===== config.mk =====
export PLATFORM = sky130hd
export DESIGN_NAME = riscv_if_prefetch
export DESIGN_NICKNAME = d
export VERILOG_FILES = /design/src/rtl/riscv_pkg.sv /design/src/rtl/riscv_if_fifo.sv /design/src/rtl/riscv_if_prefetch.sv
export SDC_FILE = /design/constraint.sdc
export NUM_CORES = 1
export LEC_CHECK = 0
export BUFFER_PORTS_ARGS = -buffer_cell sky130_fd_sc_hd__buf_2
export CORE_ASPECT_RATIO = 1.75
export CORE_MARGIN = 5
export CORE_UTILIZATION = 35
export DETAILED_ROUTE_END_ITERATION = 10
export GPL_TIMING_DRIVEN = 0
export PLACE_DENSITY_LB_ADDON = 0.15
export SYNTH_ARGS = -nofsm -noshare
export SYNTH_HDL_FRONTEND = slang
export SYNTH_HIERARCHICAL = 1
export SYNTH_SLANG_ARGS = --single-unit

===== constraint.sdc =====
create_clock -name clk -period 6.1 [get_ports clk]
set_input_delay 0.305 -clock clk [delete_from_list [all_inputs] [get_ports clk]]
set_output_delay 0.305 -clock clk [all_outputs]
set_load 0.01 [all_outputs]

===== src/rtl/riscv_pkg.sv =====
// Shared definitions for the prefetching instruction-fetch stage.
package riscv_pkg;

    localparam logic [31:0] NOP_INST = 32'h0000_0013;

    typedef enum logic {
        RUN  = 1'b0,
        DROP = 1'b1
    } if_state_t;

    function automatic logic [31:0] bswap32(input logic [31:0] x);
        return {x[7:0], x[15:8], x[23:16], x[31:24]};
    endfunction

endpackage


===== src/rtl/riscv_if_fifo.sv =====
// Prefetch queue: DEPTH-entry synchronous FIFO of {pc, inst} pairs.
module riscv_if_fifo #(
    parameter int DEPTH = 4,
    parameter int WIDTH = 64
) (
    input  logic                         clk,
    input  logic                         rst_n,
    input  logic                         push,
    input  logic                         pop,
    input  logic                         clear,
    input  logic [WIDTH-1:0]             din,
    output logic [WIDTH-1:0]             dout,
    output logic [$clog2(DEPTH+1)-1:0]   count
);

    localparam int AW = $clog2(DEPTH);
    localparam int CW = $clog2(DEPTH+1);

    logic [WIDTH-1:0] mem [DEPTH];
    logic [AW-1:0]    rd_ptr;
    logic [AW-1:0]    wr_ptr;

    // DEPTH is a power of two, so pointer overflow is the modulo wrap.
    always_ff @(posedge clk or negedge rst_n) begin
        if (!rst_n) begin
            rd_ptr <= '0;
            wr_ptr <= '0;
            count  <= '0;
        end else if (clear) begin
            rd_ptr <= '0;
            wr_ptr <= '0;
            count  <= '0;
        end else begin
            if (push) wr_ptr <= wr_ptr + AW'(1);
            if (pop)  rd_ptr <= rd_ptr + AW'(1);
            if (push && !pop)      count <= count + CW'(1);
            else if (pop && !push) count <= count - CW'(1);
        end
    end

    always_ff @(posedge clk) begin
        if (push && !clear) mem[wr_ptr] <= din;
    end

    assign dout = mem[rd_ptr];

endmodule


===== src/rtl/riscv_if_prefetch.sv =====
// Instruction-fetch stage with a prefetch queue between the I-cache and the IF/ID register.
module riscv_if_prefetch
    import riscv_pkg::*;
#(
    parameter int          DEPTH     = 4,
    parameter logic [31:0] RESET_PC  = 32'h0000_0000,
    parameter bit          BYTE_SWAP = 1'b1
) (
    input  logic                        clk,
    input  logic                        rst_n,
    input  logic                        redirect_valid,
    input  logic [31:0]                 redirect_pc,
    input  logic                        stall,
    output logic                        ICACHE_ren,
    output logic                        ICACHE_wen,
    output logic [29:0]                 ICACHE_addr,
    input  logic [31:0]                 ICACHE_rdata,
    output logic [31:0]                 ICACHE_wdata,
    input  logic                        ICACHE_stall,
    output logic [31:0]                 inst_ppl,
    output logic [31:0]                 pc_ppl,
    output logic                        inst_valid_ppl,
    output logic [31:0]                 PC,
    output logic [$clog2(DEPTH+1)-1:0]  q_count
);

    localparam int            CW   = $clog2(DEPTH+1);
    localparam logic [CW-1:0] FULL = CW'(DEPTH);

    if_state_t   state, state_next;
    logic [31:0] fpc, fpc_next;
    logic [31:0] pend_pc, pend_next;
    logic        outstanding_r;
    logic        accept, outstanding;
    logic [31:0] rdata_sw, redirect_tgt;
    logic        push, pop, q_empty;
    logic [63:0] q_head;
    logic [31:0] inst_next, pc_next;
    logic        valid_next;

    // A request is held (same address) until the cache drops its stall.
    assign ICACHE_ren   = outstanding_r | (q_count < FULL);
    assign ICACHE_wen   = 1'b0;
    assign ICACHE_wdata = '0;
    assign ICACHE_addr  = fpc[31:2];
    assign PC           = fpc;

    assign accept       = ICACHE_ren & ~ICACHE_stall;
    assign outstanding  = ICACHE_ren & ICACHE_stall;
    assign rdata_sw     = BYTE_SWAP ? bswap32(ICACHE_rdata) : ICACHE_rdata;
    assign redirect_tgt = redirect_pc & 32'hFFFF_FFFC;
    assign q_empty      = (q_count == '0);

    riscv_if_fifo #(.DEPTH(DEPTH), .WIDTH(64)) u_fifo (
        .clk   (clk),
        .rst_n (rst_n),
        .push  (push),
        .pop   (pop),
        .clear (redirect_valid),
        .din   ({fpc, rdata_sw}),
        .dout  (q_head),
        .count (q_count)
    );

    always_ff @(posedge clk or negedge rst_n) begin
        if (!rst_n) begin
            state          <= RUN;
            fpc            <= RESET_PC;
            pend_pc        <= '0;
            outstanding_r  <= 1'b0;
            inst_ppl       <= NOP_INST;
            pc_ppl         <= '0;
            inst_valid_ppl <= 1'b0;
        end else begin
            state          <= state_next;
            fpc            <= fpc_next;
            pend_pc        <= pend_next;
            outstanding_r  <= outstanding;
            inst_ppl       <= inst_next;
            pc_ppl         <= pc_next;
            inst_valid_ppl <= valid_next;
        end
    end

    // In DROP the response to the pre-redirect address is swallowed before
    // the pending target is adopted, so the cache never sees an address change mid-miss.
    always_comb begin
        state_next = state;
        fpc_next   = fpc;
        pend_next  = pend_pc;
        push       = 1'b0;
        pop        = 1'b0;
        inst_next  = inst_ppl;
        pc_next    = pc_ppl;
        valid_next = inst_valid_ppl;

        case (state)
            RUN: begin
                if (redirect_valid) begin
                    if (outstanding) begin
                        pend_next  = redirect_tgt;
                        state_next = DROP;
                    end else begin
                        fpc_next = redirect_tgt;
                    end
                end else if (accept) begin
                    fpc_next = fpc + 32'd4;
                end
            end
            DROP: begin
                if (accept) begin
                    fpc_next   = redirect_valid ? redirect_tgt : pend_pc;
                    state_next = RUN;
                end else if (redirect_valid) begin
                    pend_next = redirect_tgt;
                end
            end
            default: state_next = RUN;
        endcase

        if (redirect_valid) begin
            inst_next  = NOP_INST;
            pc_next    = redirect_tgt;
            valid_next = 1'b0;
        end else if (!stall) begin
            if (!q_empty) begin
                pop        = 1'b1;
                push       = accept && (state == RUN);
                pc_next    = q_head[63:32];
                inst_next  = q_head[31:0];
                valid_next = 1'b1;
            end else if (accept && (state == RUN)) begin
                pc_next    = fpc;
                inst_next  = rdata_sw;
                valid_next = 1'b1;
            end else begin
                pc_next    = fpc;
                inst_next  = NOP_INST;
                valid_next = 1'b0;
            end
        end else begin
            push = accept && (state == RUN);
        end
    end

endmodule


==> key figures, run 1 <==
Outcome
  • Status: complete, no violations

Timing
  • Slew Viols, Final: 0
  • RSZ-0062 raised after global routing: false
  • Final Cycle Share: 0.624
  • Final TNS setup: 0 ns
  • Hold Fails Final Rpt: 0
  • Setup violators final: 0
  • F_max: 263 MHz
  • Slew HR: 0.317
  • Slew @ Worst Pin: 1.02 ns
  • Final min period: 3.80 ns
  • Clock Skew: 0.0134 ns

Critical path
  • WP data arrival: 4.02 ns
  • Worst Setup End Kind: register
  • Worst Setup Start Kind: register
  • Critical path class: register to register
  • Critical path peak fanout: 36
  • Critical Path RT: 6.31 ns

Global routing
  • Initial antenna violation count: 1
  • Pin count of the biggest net entering global routing: 95
  • GR Util All Layers: 0.186
  • Vias in the first global route: 11600
  • Remaining global-route overflow: 0
  • First-pass GRT wire length: 73.5 mm

Worst hold path
  • Worst hold path class: input port to register

CTS
  • Inserted Clock Buffers: 38
  • Post-CTS setup repair buffer count: 0
  • H-tree depth: 2
  • Longest Clk Path Bufs: 3
  • Clock slew at reported path FFs: 0.06 ns
  • Resize count post-CTS: 0
  • CTS tree: done
  • Clk_lat worst skew: 0.54 ns
  • Clk sinks: 394
  • Root Driver: clkbuf_16
  • Hold Buf Count CTS: 33

Synthesis
  • EDFF count, synth: 256
  • Ys flop type: edfxtp_1
  • Synthesized area per cell: 14.3 sq um
  • Synth warnings: 6
  • Count of cell types in the netlist: 67
  • Netlist Area Pre-Place: 16700 sq um
  • Synth async-reset ratio: 0.350
  • Synthesized instance count: 1172
  • #FFs+latches synth: 394
  • Sequential share of the synthesized area: 0.666

Power
  • Pwr/cell area: 347 nW/um^2
  • Leak: 7.98 nW
  • Peak VDD IR: 0.000183 V

Final layout
  • Most frequent cells in the layout: edfxtp_1, buf_2, nand2_1, dfrtp_1, a21oi_1
  • Commonest non-fill, non-tap cell in the layout: edfxtp_1
  • Final Cell Area: 20300 sq um
  • Util after Layout: 0.426
  • Layout cells sized above 1: 0.300
  • Layout area overhead: 21.3%
  • Nets: 1552
  • Final instance count without filler cells: 2102
  • Fillcell total: 4475

Place
  • Inst Count DP: 1998
  • Post-DP HPWL: 34.7 mm
  • Port Buf Inserts: 195
  • Routability cong.: 0.887
  • Placed cell area: 18700 sq um

Routing
  • Vias/cell: 5.23
  • WL final: 49.6 mm
  • Via Count: 11000
  • DR iter-0 viols: 741
  • # DRC: 0
  • Routed Antenna Nets: 0
  • DR WL/cell: 23.6 um
  • Drt first pass iters: 7

Floorplan
  • Row count: 106
  • Die area: 52500 sq um
  • Chip width: 175 um
  • Boundary Pins: 233
  • Initial core utilization: 0.352
  • Die height: 299 um
  • Core area: 47600 sq um

Run
  • Max cap viols: 0
==> kinds of logic (layout without fill, tap and decap cells) <==
logic type | after synthesis | count (layout) | synth area share
XOR/XNOR | 5 | 5 | 0.00262
AO/OA/AOI/OAI | 236 | 236 | 0.0903
AND/OR/NAND/NOR | 259 | 259 | 0.0701
buffers and inverters | 175 | 478 | 0.0587
other | 1 | 34 | 0.000224
adder cells (fa/ha/maj) | 6 | 6 | 0.00493
multiplexers | 96 | 96 | 0.107
flip-flops | 394 | 394 | 0.666
==> routing by layer <==
metal / vias up / part of all wire / track usage
met5: - / 0 / 0
met4: 0 / 0.035 / 0.0659
met3: 89 / 0.045 / 0.0270
met2: 347 / 0.56 / 0.360
met1: 5594 / 0.36 / 0.205
li1: 4965 / - / -
==> per-stage QoR <==
step / total power [W] / worst slack, ns / hold slack, ns
floorplan: 0.00413 / 2.49 / 0.00941
global placement: 0.00472 / -0.216 / 0.471
detailed placement: 0.00475 / 2.11 / 0.264
CTS: 0.00716 / 2.09 / 0.00317
global route: 0.00738 / 1.96 / 0.00919
finish: 0.00704 / 2.30 / 0.0285
==> critical path: stages (launching register included) <==
cell      delay [ns]
dfrtp_1         0.58
or3_1           0.17
clkbuf_1        0.63
clkbuf_1        0.49
nor2_1          0.07
nor2_1          0.10
buf_2           0.23
nor2b_1         0.28
and2_4          0.56
buf_16          0.30
==> worst paths after layout <==
check,depth (start not counted),from,end,slack (ns)
worst max register to register,9,u_fifo/count[2]$_DFFE_PN0P_,u_fifo/mem[2][27]$_DFFE_PP_,2.30
worst min-delay path,2,redirect_pc[15],pend_pc[15]$_DFFE_PN0P_,0.03
min in group asynchronous,2,rst_n,inst_ppl[21]$_DFFE_PN0P_,0.29
max in group asynchronous,3,rst_n,pc_ppl[20]$_DFFE_PN0P_,4.93
worst max-delay path,9,u_fifo/count[2]$_DFFE_PN0P_,u_fifo/mem[2][27]$_DFFE_PP_,2.30
worst min register to register,1,pend_pc[1]$_DFFE_PN0P_,pend_pc[1]$_DFFE_PN0P_,0.49
==> sequential cells by signal (all words and copies together), names as in the netlist <==
register and count:
inst_ppl 32, u_fifo/count 3, pc_ppl 32, outstanding_r 1
state 1, u_fifo/rd_ptr 2, PC 32, u_fifo/wr_ptr 2
pend_pc 32, u_fifo/mem 256, inst_valid_ppl 1
==> synthesized netlist by cell type (all sizes together), types with 2 or more instances <==
| library cell | count | share of area |
|---|---|---|
| xor2 | 2 | 0.0010 |
| and2 | 9 | 0.0034 |
| o311ai | 7 | 0.0037 |
| nor2b | 4 | 0.0015 |
| nor3b | 2 | 0.00090 |
| o2bb2ai | 2 | 0.0010 |
| clkbuf | 40 | 0.0090 |
| o211ai | 5 | 0.0022 |
| and3 | 6 | 0.0022 |
| a21oi | 75 | 0.022 |
| a21o | 4 | 0.0018 |
| nand4 | 10 | 0.0037 |
| xnor2 | 3 | 0.0016 |
| edfxtp | 256 | 0.46 |
| nor4 | 6 | 0.0026 |
| dfstp | 3 | 0.0047 |
| nand3 | 18 | 0.0057 |
| nor2 | 39 | 0.0089 |
| dfrtp | 135 | 0.20 |
| ha | 5 | 0.0037 |
| o311a | 4 | 0.0024 |
| a221oi | 5 | 0.0026 |
| buf | 94 | 0.040 |
| a22o | 3 | 0.0016 |
| mux4 | 64 | 0.086 |
| mux2 | 29 | 0.020 |
| nand2 | 144 | 0.032 |
| mux2i | 3 | 0.0018 |
| and4 | 2 | 0.0010 |
| a21boi | 5 | 0.0025 |
| o21ai | 71 | 0.021 |
| nand2b | 3 | 0.0011 |
| a31oi | 13 | 0.0049 |
| nor3 | 10 | 0.0039 |
| a222oi | 31 | 0.019 |
| inv | 41 | 0.0092 |
| o22ai | 2 | 0.00075 |
==> power by group <==
| group | leakage [nW] | internal, W | switching, W |
|---|---|---|---|
| Clock | 0.608 | 0.00136 | 0.00100 |
| Sequential | 4.04 | 0.00309 | 0.000249 |
| Combinational | 3.33 | 0.000563 | 0.000769 |
==> cell type report <==
class                           count  area, sq um  share of cell area
Buffer                            134          828              0.0408
Multi-Input combinational cell    635         4740               0.234
Inverter                           41          154             0.00758
Clock buffer                       57         1130              0.0555
Antenna cell                        1         2.50            0.000123
Timing Repair Buffer              233         1450              0.0716
Clock inverter                     13          109             0.00536
Sequential cell                   394        11100               0.549
Tap cell                          594          743              0.0366
No activity file was read; power rests on OpenSTA's default activity.
==> run 2: changes to the inputs <==
==> constraint.sdc (replaced) <==
create_clock -name clk -period 3.25 [get_ports clk]
set_input_delay 0.1625 -clock clk [delete_from_list [all_inputs] [get_ports clk]]
set_output_delay 0.1625 -clock clk [all_outputs]
set_load 0.01 [all_outputs]
==> run 2 against run 1 <==
  * Die area stayed put
  * Non-clock buffer count is 30 higher
  * Register-to-register slack worse by 2.2 ns
  * Final cell count is 1.5% higher
  * Clock power is 82% higher
  * Flip-flop and latch count stayed put
  * Sequential power is 88% higher
  * Worst hold slack better by 0.0070 ns
  * Clock-buffer cell count stayed put
  * Largest cell class unchanged
  * Highest routed layer unchanged
==> key figures, run 2 (synthesis results as in run 1) <==
Outcome
  • Status: complete, no violations (unchanged)

Timing
  • Final min period: 3.11 ns (was 3.80 ns)
  • F_max: 321 MHz (was 263 MHz)
  • Hold Fails Final Rpt: 0 (unchanged)
  • Worst hold slack: 0.0356 ns (was 0.0285 ns)
  • Clock Skew: 0.0222 ns (was 0.0134 ns)
  • Final worst slack: 0.138 ns (was 2.30 ns)
  • Final Cycle Share: 0.958 (was 0.624)
  • Slew Viols, Final: 0 (unchanged)
  • Slew HR: 0.305 (was 0.317)
  • Setup violators final: 0 (unchanged)
  • RSZ-0062 raised after global routing: false (unchanged)
  • Slew @ Worst Pin: 1.03 ns (was 1.02 ns)

Routing
  • Drt first pass iters: 5 (was 7)
  • # DRC: 0 (unchanged)
  • DR WL/cell: 23.8 um (was 23.6 um)
  • Routed Antenna Nets: 0 (unchanged)
  • WL final: 50.7 mm (was 49.6 mm)
  • Vias/cell: 5.21 (was 5.23)
  • DR iter-0 viols: 904 (was 741)
  • Via Count: 11100 (was 11000)

Final layout
  • Final Cell Area: 20600 sq um (was 20300 sq um)
  • Layout area overhead: 23.1% (was 21.3%)
  • Final instance count without filler cells: 2133 (was 2102)
  • Most frequent cells in the layout: edfxtp_1, buf_2, nand2_1, dfrtp_1, a21oi_1 (unchanged)
  • Reg with most FFs: u_fifo/mem (unchanged)
  • Nets: 1585 (was 1552)
  • Fillcell total: 4446 (was 4475)
  • Number of flip-flops in the largest register: 256 (unchanged)
  • Ant. Diodes: 0 (was 1)
  • Commonest non-fill, non-tap cell in the layout: edfxtp_1 (unchanged)
  • Layout cells sized above 1: 0.297 (was 0.300)
  • Util after Layout: 0.433 (was 0.426)

Critical path
  • Critical path class: register to register (unchanged)
  • CP peak stage delay: 0.51 ns (was 0.63 ns)
  • Worst Setup Start Kind: register (unchanged)
  • Critical Path RT: 3.46 ns (was 6.31 ns)
  • Critical path peak fanout: 47 (was 36)
  • Top delay family on crit path: simple AND/OR/NAND/NOR gates (was buffers and inverters)
  • Slowest-stage cell, CP: dfrtp_1 (was clkbuf_1)
  • WP data arrival: 3.32 ns (was 4.02 ns)
  • WP buf/inv: 3 (was 4)
  • Worst Setup End Kind: register (unchanged)
  • Worst-path cell chain: and2b_1 -> inv_1 -> nand3_2 -> nor2_1 -> buf_2 -> nor2b_4 -> and2_4 -> buf_16 (was or3_1 -> clkbuf_1 -> clkbuf_1 -> nor2_1 -> nor2_1 -> buf_2 -> nor2b_1 -> and2_4 -> buf_16)

CTS
  • Clock slew at reported path FFs: 0.06 ns (about the same)
  • Post-CTS setup repair buffer count: 0 (unchanged)
  • Clk sinks: 394 (unchanged)
  • Longest Clk Path Bufs: 3 (unchanged)
  • H-tree depth: 2 (unchanged)
  • Root Driver: clkbuf_16 (unchanged)
  • CTS tree: done (unchanged)
  • Clk_lat worst skew: 0.54 ns (about the same)
  • Inserted Clock Buffers: 38 (unchanged)

Floorplan
  • Boundary Pins: 233 (unchanged)
  • Die area: 52500 sq um (unchanged)
  • Die height: 299 um (unchanged)
  • Row count: 106 (unchanged)
  • Chip width: 175 um (unchanged)
  • Core area: 47600 sq um (unchanged)
  • Initial core utilization: 0.352 (unchanged)

Power
  • Peak VDD IR: 0.000455 V (was 0.000183 V)
  • Leak: 8.10 nW (was 7.98 nW)
  • Pwr/cell area: 636 nW/um^2 (was 347 nW/um^2)

Place
  • Post-DP HPWL: 34.3 mm (was 34.7 mm)
  • Routability cong.: 0.851 (was 0.887)
  • Inst Count DP: 1998 (unchanged)
  • Placed cell area: 18700 sq um (unchanged)
  • Port Buf Inserts: 195 (unchanged)
  • DP Worst Slack: -0.730 ns (was 2.11 ns)

Global routing
  • Pin count of the biggest net entering global routing: 105 (was 95)
  • Remaining global-route overflow: 0 (unchanged)
  • Initial antenna violation count: 0 (was 1)
  • GR Util All Layers: 0.189 (was 0.186)
  • Vias in the first global route: 11700 (was 11600)
  • First-pass GRT wire length: 74.6 mm (was 73.5 mm)

Run
  • Max cap viols: 0 (unchanged)

Worst hold path
  • Worst hold path class: input port to register (unchanged)
==> run 2: cell count changes in the layout (fill, tap and decap cells not counted), sizes merged <==
cell	previous run	this run
clkinv	11	9
bufinv	2	1
and2	9	12
inv	41	43
dlygate4sd3	33	65
diode	1	0
clkbuf	97	95
==> run 2: worst paths after layout <==
check / cells past startpoint / from / endpoint / slack [ns]
worst min-delay path: 2 / redirect_valid / u_fifo/count[0]$_DFFE_PN0P_ / 0.04
worst min register to register: 1 / pend_pc[1]$_DFFE_PN0P_ / pend_pc[1]$_DFFE_PN0P_ / 0.49
min in group asynchronous: 2 / rst_n / inst_ppl[15]$_DFFE_PN0P_ / 0.08
worst max register to register: 8 / u_fifo/count[2]$_DFFE_PN0P_ / u_fifo/mem[3][28]$_DFFE_PP_ / 0.14
worst max-delay path: 8 / u_fifo/count[2]$_DFFE_PN0P_ / u_fifo/mem[3][28]$_DFFE_PP_ / 0.14
max in group asynchronous: 3 / rst_n / pc_ppl[5]$_DFFE_PN0P_ / 2.28
==> run 2: through the flow <==
stage	TNS [ns]	power [W]
global placement	-440.36	0.00884
CTS	0	0.0133
global route	0	0.0137
floorplan	0	0.00774
detailed placement	-140.16	0.00890
finish	0	0.0131
==> run 2: what timing repair did <==
item	in CTS	in global routing
setup endpoints to repair	258	47
resized for setup	5	1
hold endpoints to repair	314	1
hold buffers	64	1
pin swaps	3	0
cloned	3	0
==> run 2: where the power goes <==
group | switching [W] | total (W) | internal, W | leakage [nW]
Clock | 0.00190 | 0.00431 | 0.00240 | 0.577
Combinational | 0.00145 | 0.00254 | 0.00109 | 3.48
Sequential | 0.000461 | 0.00627 | 0.00581 | 4.04
==> run 2: final cells by class <==
cell class / instances / area [sq um] / share of cell area
tap: 594 / 743 / 0.0361
sequential: 394 / 11100 / 0.541
timing repair buffer: 265 / 1770 / 0.0861
clock inverter: 12 / 92.6 / 0.00449
multi-input combinational: 638 / 4790 / 0.232
clock buffer: 57 / 1080 / 0.0527
buffer: 132 / 822 / 0.0399
inverter: 41 / 154 / 0.00747
==> run 2: routing by layer <==
layer  wire, um  track usage
met3       2300       0.0259
met4       1660       0.0672
met1      18400        0.207
met5          0            0
met2      28300        0.368
==> run 3: changes to the inputs <==
--- a/config.mk
+++ b/config.mk
@@ -9,9 +9,9 @@
 export CORE_ASPECT_RATIO = 1.75
 export CORE_MARGIN = 5
 export CORE_UTILIZATION = 35
+export CTS_CLUSTER_SIZE = 8
 export DETAILED_ROUTE_END_ITERATION = 10
 export GPL_TIMING_DRIVEN = 0
-export PLACE_DENSITY_LB_ADDON = 0.15
 export SYNTH_ARGS = -nofsm -noshare
 export SYNTH_HDL_FRONTEND = slang
 export SYNTH_HIERARCHICAL = 1
==> constraint.sdc (replaced) <==
create_clock -name clk -period 3.25 [get_ports clk]
set_input_delay 0.65 -clock clk [delete_from_list [all_inputs] [get_ports clk]]
set_output_delay 0.65 -clock clk [all_outputs]
set_load 0.01 [all_outputs]
==> run 3 against run 2 <==
  * Clock-buffer cell count increased by 38
  * Routed wire length fell by 1.5%
  * Setup slack improved by 0.11 ns
  * Critical endpoint unchanged
  * Critical path type unchanged
  * Sequential power is essentially flat
  * Worst hold slack improved by 0.016 ns
  * Sequential share of layout area is 0.59 points higher
  * Combinational power decreased by 4%
  * Maximum frequency is 3.6% higher
  * Final cell count is 1.4% lower
  * Clock skew rose by 0.010 ns
  * Die area is the same
  * Largest cell class unchanged
==> key figures, run 3 (synthesis results as in run 1) <==
CTS
  • Clk sinks: 394 (unchanged)
  • Inserted Clock Buffers: 55 (was 38)
  • Post-CTS setup repair buffer count: 0 (unchanged)
  • CTS tree: done (unchanged)
  • Longest Clk Path Bufs: 3 (unchanged)
  • Root Driver: clkbuf_16 (unchanged)
  • Clock slew at reported path FFs: 0.05 ns (was 0.06 ns)
  • Clk_lat worst skew: 0.59 ns (was 0.54 ns)
  • H-tree depth: 2 (unchanged)

Floorplan
  • Boundary Pins: 233 (unchanged)
  • Die height: 299 um (unchanged)
  • Initial core utilization: 0.352 (unchanged)
  • Die area: 52500 sq um (unchanged)
  • Chip width: 175 um (unchanged)
  • Row count: 106 (unchanged)
  • Core area: 47600 sq um (unchanged)

Critical path
  • Reg2reg start: u_fifo/count[2]$_DFFE_PN0P_ (unchanged)
  • Top delay family on crit path: simple AND/OR/NAND/NOR gates (unchanged)
  • CP startpoint: u_fifo/count[2]$_DFFE_PN0P_ (unchanged)
  • Worst Setup Start Kind: register (unchanged)
  • WP data arrival: 3.24 ns (was 3.32 ns)
  • Critical Path RT: 3.49 ns (was 3.46 ns)
  • RR Endpoint: u_fifo/mem[3][28]$_DFFE_PP_ (unchanged)
  • Worst Setup End Kind: register (unchanged)
  • Worst-path cell chain: and2b_1 -> inv_1 -> nand3_2 -> nor2_1 -> buf_2 -> nor2b_4 -> and2_4 -> buf_16 (unchanged)
  • Slowest-stage cell, CP: dfrtp_1 (unchanged)
  • WP buf/inv: 3 (unchanged)
  • CP Depth: 8 (unchanged)
  • Critical path peak fanout: 42 (was 47)
  • Worst setup path end: u_fifo/mem[3][28]$_DFFE_PP_ (unchanged)
  • Critical path class: register to register (unchanged)
  • Worst reg2reg path depth: 8 (unchanged)
  • Worst R2R Setup Slack: 0.25 ns (was 0.14 ns)
  • CP peak stage delay: 0.51 ns (about the same)

Power
  • Logic pwr share: 0.175 (was 0.194)
  • Switch share: 0.285 (was 0.291)
  • Leak: 8.01 nW (was 8.10 nW)
  • Overall power of the completed layout: 0.0140 W (was 0.0131 W)
  • Peak VDD IR: 0.000376 V (was 0.000455 V)
  • Internal power: 0.0100 W (was 0.00929 W)
  • Clock network fraction of total power: 0.376 (was 0.328)
  • Reg power frac: 0.449 (was 0.478)
  • NetSw: 0.00399 W (was 0.00382 W)
  • Pwr/cell area: 687 nW/um^2 (was 636 nW/um^2)

Timing
  • Clock Skew: 0.0324 ns (was 0.0222 ns)
  • Final Cycle Share: 0.925 (was 0.958)
  • Setup violators final: 0 (unchanged)
  • RSZ-0062 raised after global routing: false (unchanged)
  • Slew Viols, Final: 0 (unchanged)
  • F_max: 333 MHz (was 321 MHz)
  • Final min period: 3.00 ns (was 3.11 ns)
  • Slew HR: 0.371 (was 0.305)
  • Worst hold slack: 0.0520 ns (was 0.0356 ns)
  • Slew @ Worst Pin: 0.935 ns (was 1.03 ns)
  • Hold Fails Final Rpt: 0 (unchanged)

Final layout
  • Commonest non-fill, non-tap cell in the layout: edfxtp_1 (unchanged)
  • Nets: 1537 (was 1585)
  • Layout cells sized above 1: 0.311 (was 0.297)
  • Reg with most FFs: u_fifo/mem (unchanged)
  • Number of flip-flops in the largest register: 256 (unchanged)
  • Most frequent cells in the layout: edfxtp_1, buf_2, nand2_1, dfrtp_1, a21oi_1 (unchanged)
  • Layout area overhead: 21.7% (was 23.1%)

Global routing
  • Initial antenna violation count: 9 (was 0)
  • Vias in the first global route: 11700 (about the same)
  • GR Util All Layers: 0.186 (was 0.189)
  • Pin count of the biggest net entering global routing: 91 (was 105)
  • First-pass GRT wire length: 73.7 mm (was 74.6 mm)
  • Remaining global-route overflow: 0 (unchanged)

Outcome
  • Status: complete, no violations (unchanged)

Routing
  • DR iter-0 viols: 762 (was 904)
  • Via Count: 11100 (about the same)
  • Routed Antenna Nets: 0 (unchanged)
  • Vias/cell: 5.30 (was 5.21)
  • WL final: 49.9 mm (was 50.7 mm)
  • DR WL/cell: 23.7 um (was 23.8 um)
  • # DRC: 0 (unchanged)
  • Drt first pass iters: 6 (was 5)

Place
  • Post-DP HPWL: 34.2 mm (was 34.3 mm)
  • Port Buf Inserts: 195 (unchanged)
  • Routability cong.: 0.904 (was 0.851)

Worst hold path
  • Worst hold path class: input port to async pin (was input port to register)

Run
  • Max cap viols: 0 (unchanged)
## run 3: worst min path at each step
stage                                 from                        to  slack, ns  depth (start not counted)
floorplan                            rst_n         PC[0]$_DFFE_PN0P_       0.35                          0
global placement    pend_pc[0]$_DFFE_PN0P_    pend_pc[0]$_DFFE_PN0P_       0.47                          1
detailed placement  pend_pc[0]$_DFFE_PN0P_    pend_pc[0]$_DFFE_PN0P_       0.47                          1
CTS                                  rst_n  inst_ppl[14]$_DFFE_PN0P_       0.06                          1
global route                         rst_n  inst_ppl[14]$_DFFE_PN0P_       0.07                          1
finish                               rst_n  inst_ppl[14]$_DFFE_PN0P_       0.05                          1
## run 3: area by class of cell
type	count	area, sq um
Buffer	131	820
Clock buffer	95	1530
Fill cell	4354	27200
Multi-Input combinational cell	639	4800
Tap cell	594	743
Inverter	41	154
Timing Repair Buffer	200	1120
Clock inverter	4	63.8
Sequential cell	394	11100
Antenna cell	5	12.5
## run 3: stage by stage
step                      area (sq um)  worst slack [ns]   util  std cells  setup TNS [ns]
after floorplan                  16900            0.0450      -       1204               0
after global placement           18600             -1.65  0.390       1993         -532.35
after detailed placement         18700            -0.905  0.393       1998         -190.81
after CTS                        20400            0.0551  0.428       2098               0
after global routing             20400             0.133  0.428       2100               0
final                            20400             0.245  0.428       2103               0
## run 3: routing by layer
layer,vias up,part of all wire,global-route usage,wire [um]
li1,4958,-,-,-
met2,421,0.56,0.363,27800
met4,4,0.039,0.0711,1950
met3,116,0.055,0.0302,2720
met1,5650,0.35,0.197,17500
met5,-,0.00068,0,34
## run 3: repair_timing
| item | in CTS | in global routing |
|---|---|---|
| hold buffers | 0 | 0 |
| gates resized for setup | 6 | 1 |
| endpoints found under the setup margin | 257 | 84 |
| pin swaps | 4 | 0 |
| cloned | 4 | 0 |
## run 3: power by group through the flow
stage / clock network (W) / logic [W] / registers, W
floorplan: 0 / 0.00142 / 0.00632
global placement: 0 / 0.00244 / 0.00636
detailed placement: 0 / 0.00248 / 0.00638
CTS: 0.00539 / 0.00250 / 0.00629
global route: 0.00559 / 0.00270 / 0.00635
finish: 0.00526 / 0.00245 / 0.00629
## run 3: worst register-to-register path, cell delays in order (launching register included)
cell and delay (ns):
dfrtp_1 0.51, and2b_1 0.28, inv_1 0.13, nand3_2 0.25
nor2_1 0.17, buf_2 0.20, nor2b_4 0.36, and2_4 0.42
buf_16 0.31
